## src/rtl/data_stack.sv

```systemverilog
// data_stack: LIFO operand stack for the stack-machine datapath.
//
// Accepts one push and/or pop strobe per cycle from the control FSM. It stores
// WIDTH-bit words and returns the popped top-of-stack on a registered output.
// A three-state occupancy FSM drives the registered empty/full flags.
//
// Optional feature macro: DATA_STACK_ERR_EN
//   defined     -> sticky overflow/underflow flags, cleared only by rst/rst_stack
//   not defined -> overflow/underflow tied to 0 (illegal ops are still ignored)

module data_stack #(
    parameter int unsigned WIDTH = 16,
    parameter int unsigned DEPTH = 16,
    parameter int unsigned PTR_W = $clog2(DEPTH + 1)
) (
    input  logic             clk,
    input  logic             rst,
    input  logic             rst_stack,
    input  logic             push_stack,
    input  logic             pop_stack,
    input  logic [WIDTH-1:0] stack_data_in,
    output logic [WIDTH-1:0] stack_data_out,
    output logic [PTR_W-1:0] tos_pointer,
    output logic             empty,
    output logic             full,
    output logic             overflow,
    output logic             underflow
);

    localparam int unsigned ADDR_W = (DEPTH > 1) ? $clog2(DEPTH) : 1;
    localparam logic [PTR_W-1:0] PtrOne  = PTR_W'(1);
    localparam logic [PTR_W-1:0] PtrLast = PTR_W'(DEPTH - 1);

    typedef enum logic [1:0] {
        StEmpty   = 2'd0,
        StPartial = 2'd1,
        StFull    = 2'd2
    } state_e;

    state_e             state_q, state_d;
    logic [PTR_W-1:0]   tos_q, tos_d;
    logic [WIDTH-1:0]   dout_q, dout_d;
    logic               empty_q, full_q;
    logic [WIDTH-1:0]   mem_q [DEPTH];

    logic               clr;
    logic               push_only, pop_only, push_pop;
    logic               is_empty, is_full;
    logic               net_push, net_pop, replace;
    logic               wr_en, rd_en;
    logic [ADDR_W-1:0]  top_addr, free_addr, wr_addr;

    // Decode strobes into the operation that actually takes effect this cycle.
    always_comb begin
        clr       = rst | rst_stack;
        push_only = push_stack & ~pop_stack;
        pop_only  = pop_stack & ~push_stack;
        push_pop  = push_stack & pop_stack;
        is_empty  = (state_q == StEmpty);
        is_full   = (state_q == StFull);

        // Push+pop on an empty stack degrades to a plain push.
        net_push  = ~clr & ((push_only & ~is_full) | (push_pop & is_empty));
        net_pop   = ~clr & pop_only & ~is_empty;
        replace   = ~clr & push_pop & ~is_empty;

        // Address arithmetic is only meaningful when the matching op is legal.
        top_addr  = ADDR_W'(tos_q - PtrOne);
        free_addr = ADDR_W'(tos_q);

        wr_en     = net_push | replace;
        wr_addr   = replace ? top_addr : free_addr;
        rd_en     = net_pop | replace;
    end

    // Next pointer, next occupancy state and next output word.
    always_comb begin
        tos_d = tos_q;
        if (net_push) begin
            tos_d = tos_q + PtrOne;
        end else if (net_pop) begin
            tos_d = tos_q - PtrOne;
        end

        state_d = state_q;
        case (state_q)
            StEmpty: begin
                if (net_push) begin
                    state_d = StPartial;
                end
            end
            StPartial: begin
                if (net_push && (tos_q == PtrLast)) begin
                    state_d = StFull;
                end else if (net_pop && (tos_q == PtrOne)) begin
                    state_d = StEmpty;
                end
            end
            StFull: begin
                if (net_pop) begin
                    state_d = StPartial;
                end
            end
            default: state_d = StEmpty;
        endcase

        dout_d = rd_en ? mem_q[top_addr] : dout_q;
    end

    // Occupancy FSM with registered pointer, data output and status flags.
    always_ff @(posedge clk) begin
        if (clr) begin
            state_q <= StEmpty;
            tos_q   <= '0;
            dout_q  <= '0;
            empty_q <= 1'b1;
            full_q  <= 1'b0;
        end else begin
            state_q <= state_d;
            tos_q   <= tos_d;
            dout_q  <= dout_d;
            empty_q <= (state_d == StEmpty);
            full_q  <= (state_d == StFull);
        end
    end

    // Storage array; contents survive reset, only the pointer is cleared.
    always_ff @(posedge clk) begin
        if (wr_en) begin
            mem_q[wr_addr] <= stack_data_in;
        end
    end

`ifdef DATA_STACK_ERR_EN
    logic overflow_q, underflow_q;
    logic over_set, under_set;

    // Illegal-op detection; push+pop on empty still counts as an empty pop.
    always_comb begin
        over_set  = push_only & is_full;
        under_set = pop_stack & is_empty;
    end

    // Sticky error flags, cleared only by a reset.
    always_ff @(posedge clk) begin
        if (clr) begin
            overflow_q  <= 1'b0;
            underflow_q <= 1'b0;
        end else begin
            if (over_set) begin
                overflow_q <= 1'b1;
            end
            if (under_set) begin
                underflow_q <= 1'b1;
            end
        end
    end

    assign overflow  = overflow_q;
    assign underflow = underflow_q;
`else
    assign overflow  = 1'b0;
    assign underflow = 1'b0;
`endif

    assign stack_data_out = dout_q;
    assign tos_pointer    = tos_q;
    assign empty          = empty_q;
    assign full           = full_q;

endmodule
```

## config.mk

```make
export PLATFORM = sky130hd
export DESIGN_NAME = data_stack
export DESIGN_NICKNAME = d
export VERILOG_FILES = /design/src/rtl/data_stack.sv
export SDC_FILE = /design/constraint.sdc
export NUM_CORES = 1
export LEC_CHECK = 0
export ABC_AREA = 1
export BUFFER_PORTS_ARGS = -buffer_cell sky130_fd_sc_hd__buf_4
export CAP_MARGIN = 25
export CORE_ASPECT_RATIO = 0.7
export CORE_MARGIN = 3
export CORE_UTILIZATION = 60
export DETAILED_ROUTE_END_ITERATION = 8
export GPL_TIMING_DRIVEN = 0
export HOLD_SLACK_MARGIN = 0.05
export PLACE_DENSITY = 0.78
export SYNTH_ARGS = -nofsm -noshare
export SYNTH_HDL_FRONTEND = slang
export SYNTH_SLANG_ARGS = --single-unit
```

## constraint.sdc

```tcl
create_clock -name clk -period 9.31 [get_ports clk]
set_clock_uncertainty 0.1 [all_clocks]
set_input_delay 0.4655 -clock clk [delete_from_list [all_inputs] [get_ports clk]]
set_output_delay 0.4655 -clock clk [all_outputs]
set_load 0.02 [all_outputs]
```

==> impl_metrics.ini <==
[yosys]
yosysWarnings = 0
synthAdderAreaFrac = 0.004127
ys_ff_latch = 281
synth_compound_area_frac = 0.008253
synth_top_family_by_area = simple AND/OR/NAND/NOR gates
synth_cell_types = 26
synthMuxAreaShare = 0
synth_cells = 1218
syn-cell-area_mm2 = 0.01213
ys_seq_area_frac = 0.6751
synth_xor_area_frac = 0.005571
yosys.area_share.simple = 0.2324
syn_area_per_cell_um2 = 9.957

[worst_setup_path]
crit_chain = buf_2 > inv_2 > buf_2 > buf_2 > ha_1 > inv_1 > clkbuf_1 > nand4_1 > a21oi_1 > nand2_1 > nor2_2
r2r_slack_ns = 4.82
r2r-end = mem_q[14][2]
worstRegToRegCells = 11
crit_cells = 11
cpMostUsedCell = buf_2
startpoint = tos_pointer[0]
crit_buf_inv = 6
start_kind = flop
worstPathArrival_ns = 4.54
path_class = reg -> reg
cp_top_family = buffers and inverters
critical_path.max_fanout = 16
cp_slowest_stage_delay_ns = 0.84
r2r-start = tos_pointer[0]
cp-end-kind = flop
endpoint = mem_q[14][2]
crit_slowest_cell = nor2_2
required_ns = 9.36

[cts]
cts_made_buffers = 26
cts_buffer_depth = 3
cts_setup_buffers = 0
htreeDepth = 1
clock_sinks = 281
clk_pin_slew_worst_paths_ns = 0.07
postCtsHoldBufs = 0
cts_root_buffer = clkbuf_16
clk_latency_ns = 0.54
tritoncts = done
cts_resized = 0

[global_routing]
grt_pass1_wl_mm = 46.09
antenna_found_initial = 0
grt_max_degree = 17
groute.usage.overall = 0.2812
gr-total-overflow = 0
grt_pass1_vias = 7907

[power]
peakVddDrop_uv = 215.0
power.density_mw_per_mm2 = 186.1
p_leak_nw = 5.918
power.total_mw = 2.558

[cells_and_area]
diodes = 0
final_util = 0.7106
nets = 1323
final_layout_size_suffix_gt1_frac = 0.1115
syn_to_final_growth_pct = 13.31
fillers = 1417

[min_path]
hp-class = in -> reg

[routing]
num_vias = 8751
detail-route-antenna-nets = 0
dr.pass1.iters = 6
drt-total-wl_mm = 31.01
drcViolationCount = 0
drtIter0Drc = 1245
via_per_inst = 5.532
wl_per_cell_um = 19.60

[sta]
setup_viol = 0
fmax_ghz = 0.2230
tightest_slew_ns = 1.028
fin_tns_setup_ns = 0
slew-limit-headroom = 0.3143
timing.final.crit_share = 0.4818
hold_violations = 0
drv_slew = 0
fin_crit_ns = 4.485
rsz0062_at_grt = no

[run_status]
status = finished, final reports clean

[floorplan]
dieArea_mm2 = 0.02198
io_pins = 46
core_area_mm2 = 0.01934
rows = 42
start_util = 0.6271
die_y_um = 125.0
die_x_um = 175.9

[place]
io_buffer_count = 43
gp_congestion = 1.054
place_hpwl_mm = 20.73

[run]
maxCapViolCount = 0
[routing by layer]
layer / part of all wire / global-route usage / vias to the layer above / wire [um]
li1: - / - / 4094 / -
met1: 0.41 / 0.4271 / 4050 / 12720
met2: 0.42 / 0.3991 / 539 / 12970
met3: 0.14 / 0.07788 / 68 / 4383
met4: 0.030 / 0.08609 / 0 / 937
met5: 0 / 0 / - / 0
[worst min path at each step]
stage | start | endpoint | slack [ns] | cells past startpoint
6_report | rst_stack | tos_pointer[3] | 0.17 | 4
5_1_grt | stack_data_in[5] | mem_q[0][5] | 0.17 | 1
4_1_cts | stack_data_in[0] | mem_q[11][0] | 0.16 | 1
3_5_place_dp | stack_data_out[5] | stack_data_out[5] | 0.42 | 4
3_3_place_gp | stack_data_out[6] | stack_data_out[6] | 0.42 | 4
2_1_floorplan | state_q[1] | full | 0.44 | 2
[registers in the layout, summed over array words and instances, names as in the netlist]
signal,flops
empty,1
full,1
mem_q,256
stack_data_out,16
state_q,2
tos_pointer,5
[metrics by stage]
step                      cells  worst slack [ns]  hold WS [ns]  instance area (um^2)
after CTS                  1582             5.110        0.1650                 13740
after detailed placement   1534             5.152        0.4240                 12890
after floorplan            1219             6.007        0.4370                 12130
final                      1582             4.825        0.1735                 13740
after global routing       1582             4.785        0.1742                 13740
after global placement     1526             4.797        0.4235                 12780
[worst min-delay path: stages]
cell,delay [ns]
buf_4,0.09
inv_1,0.04
nand2_2,0.12
a21oi_1,0.05
[cells by family (layout without fill, tap and decap cells)]
kind of cell               Yosys count  count (layout)
AOI/OAI and AO/OA                   19              19
other                                1               2
buffers and inverters              225             324
xor gates and xnor gates             6               6
DFF                                281             281
and+or+nand+nor                    682             682
adders and majority gates            4               4
[cell type report]
class                      instances  area [um^2]  share of cell area
sequential                       281         8188              0.5958
multi-input combinational        713         3064              0.2230
clock buffer                      35        724.4             0.05272
inverter                         166        623.1             0.04534
timing repair buffer              51        409.1             0.02977
tap                              264        330.3             0.02404
buffer                            59        276.5             0.02012
clock inverter                    13        126.4            0.009196
[cells in the mapped netlist (all sizes together)]
library cell	count	area, um^2
nand2	467	1760
edfxtp	256	7687
nand3	187	940.9
inv	166	623.1
buf	44	220.2
nor2	26	105.1
dfxtp	25	500.5
clkbuf	15	56.30
o21ai	10	50.04
a21oi	7	35.03
xor2	5	51.30
ha	4	50.05
conb	1	3.750
nand4	1	6.260
o211ai	1	7.510
o31ai	1	7.510
or2	1	6.260
xnor2	1	16.27
[layout by cell type, fill, tap and decap left out, types with 2 or more instances in the layout]
cell       count
buf_1          6
clkinv_1       2
o21ai_1        3
buf_4         48
conb_1         2
nor2_1        17
nand3_1      186
xor2_1         4
inv_1        165
buf_2         35
nand2_2        3
nand2_1      464
clkbuf_1      20
o21ai_0        7
nor2_2         8
clkinv_2       7
clkbuf_8       4
ha_1           4
buf_6          5
dfxtp_1       25
bufinv_16      2
clkbuf_16     26
edfxtp_1     256
a21oi_1        7
[power by group]
part	total [mW]	switching, mW	internal (mW)	leakage [nW]
clock	1.05	0.452	0.603	0.421
sequential	1.38	0.00153	1.38	2.50
combinational	0.123	0.0921	0.0312	2.99
(Power assumes the default switching activity.)
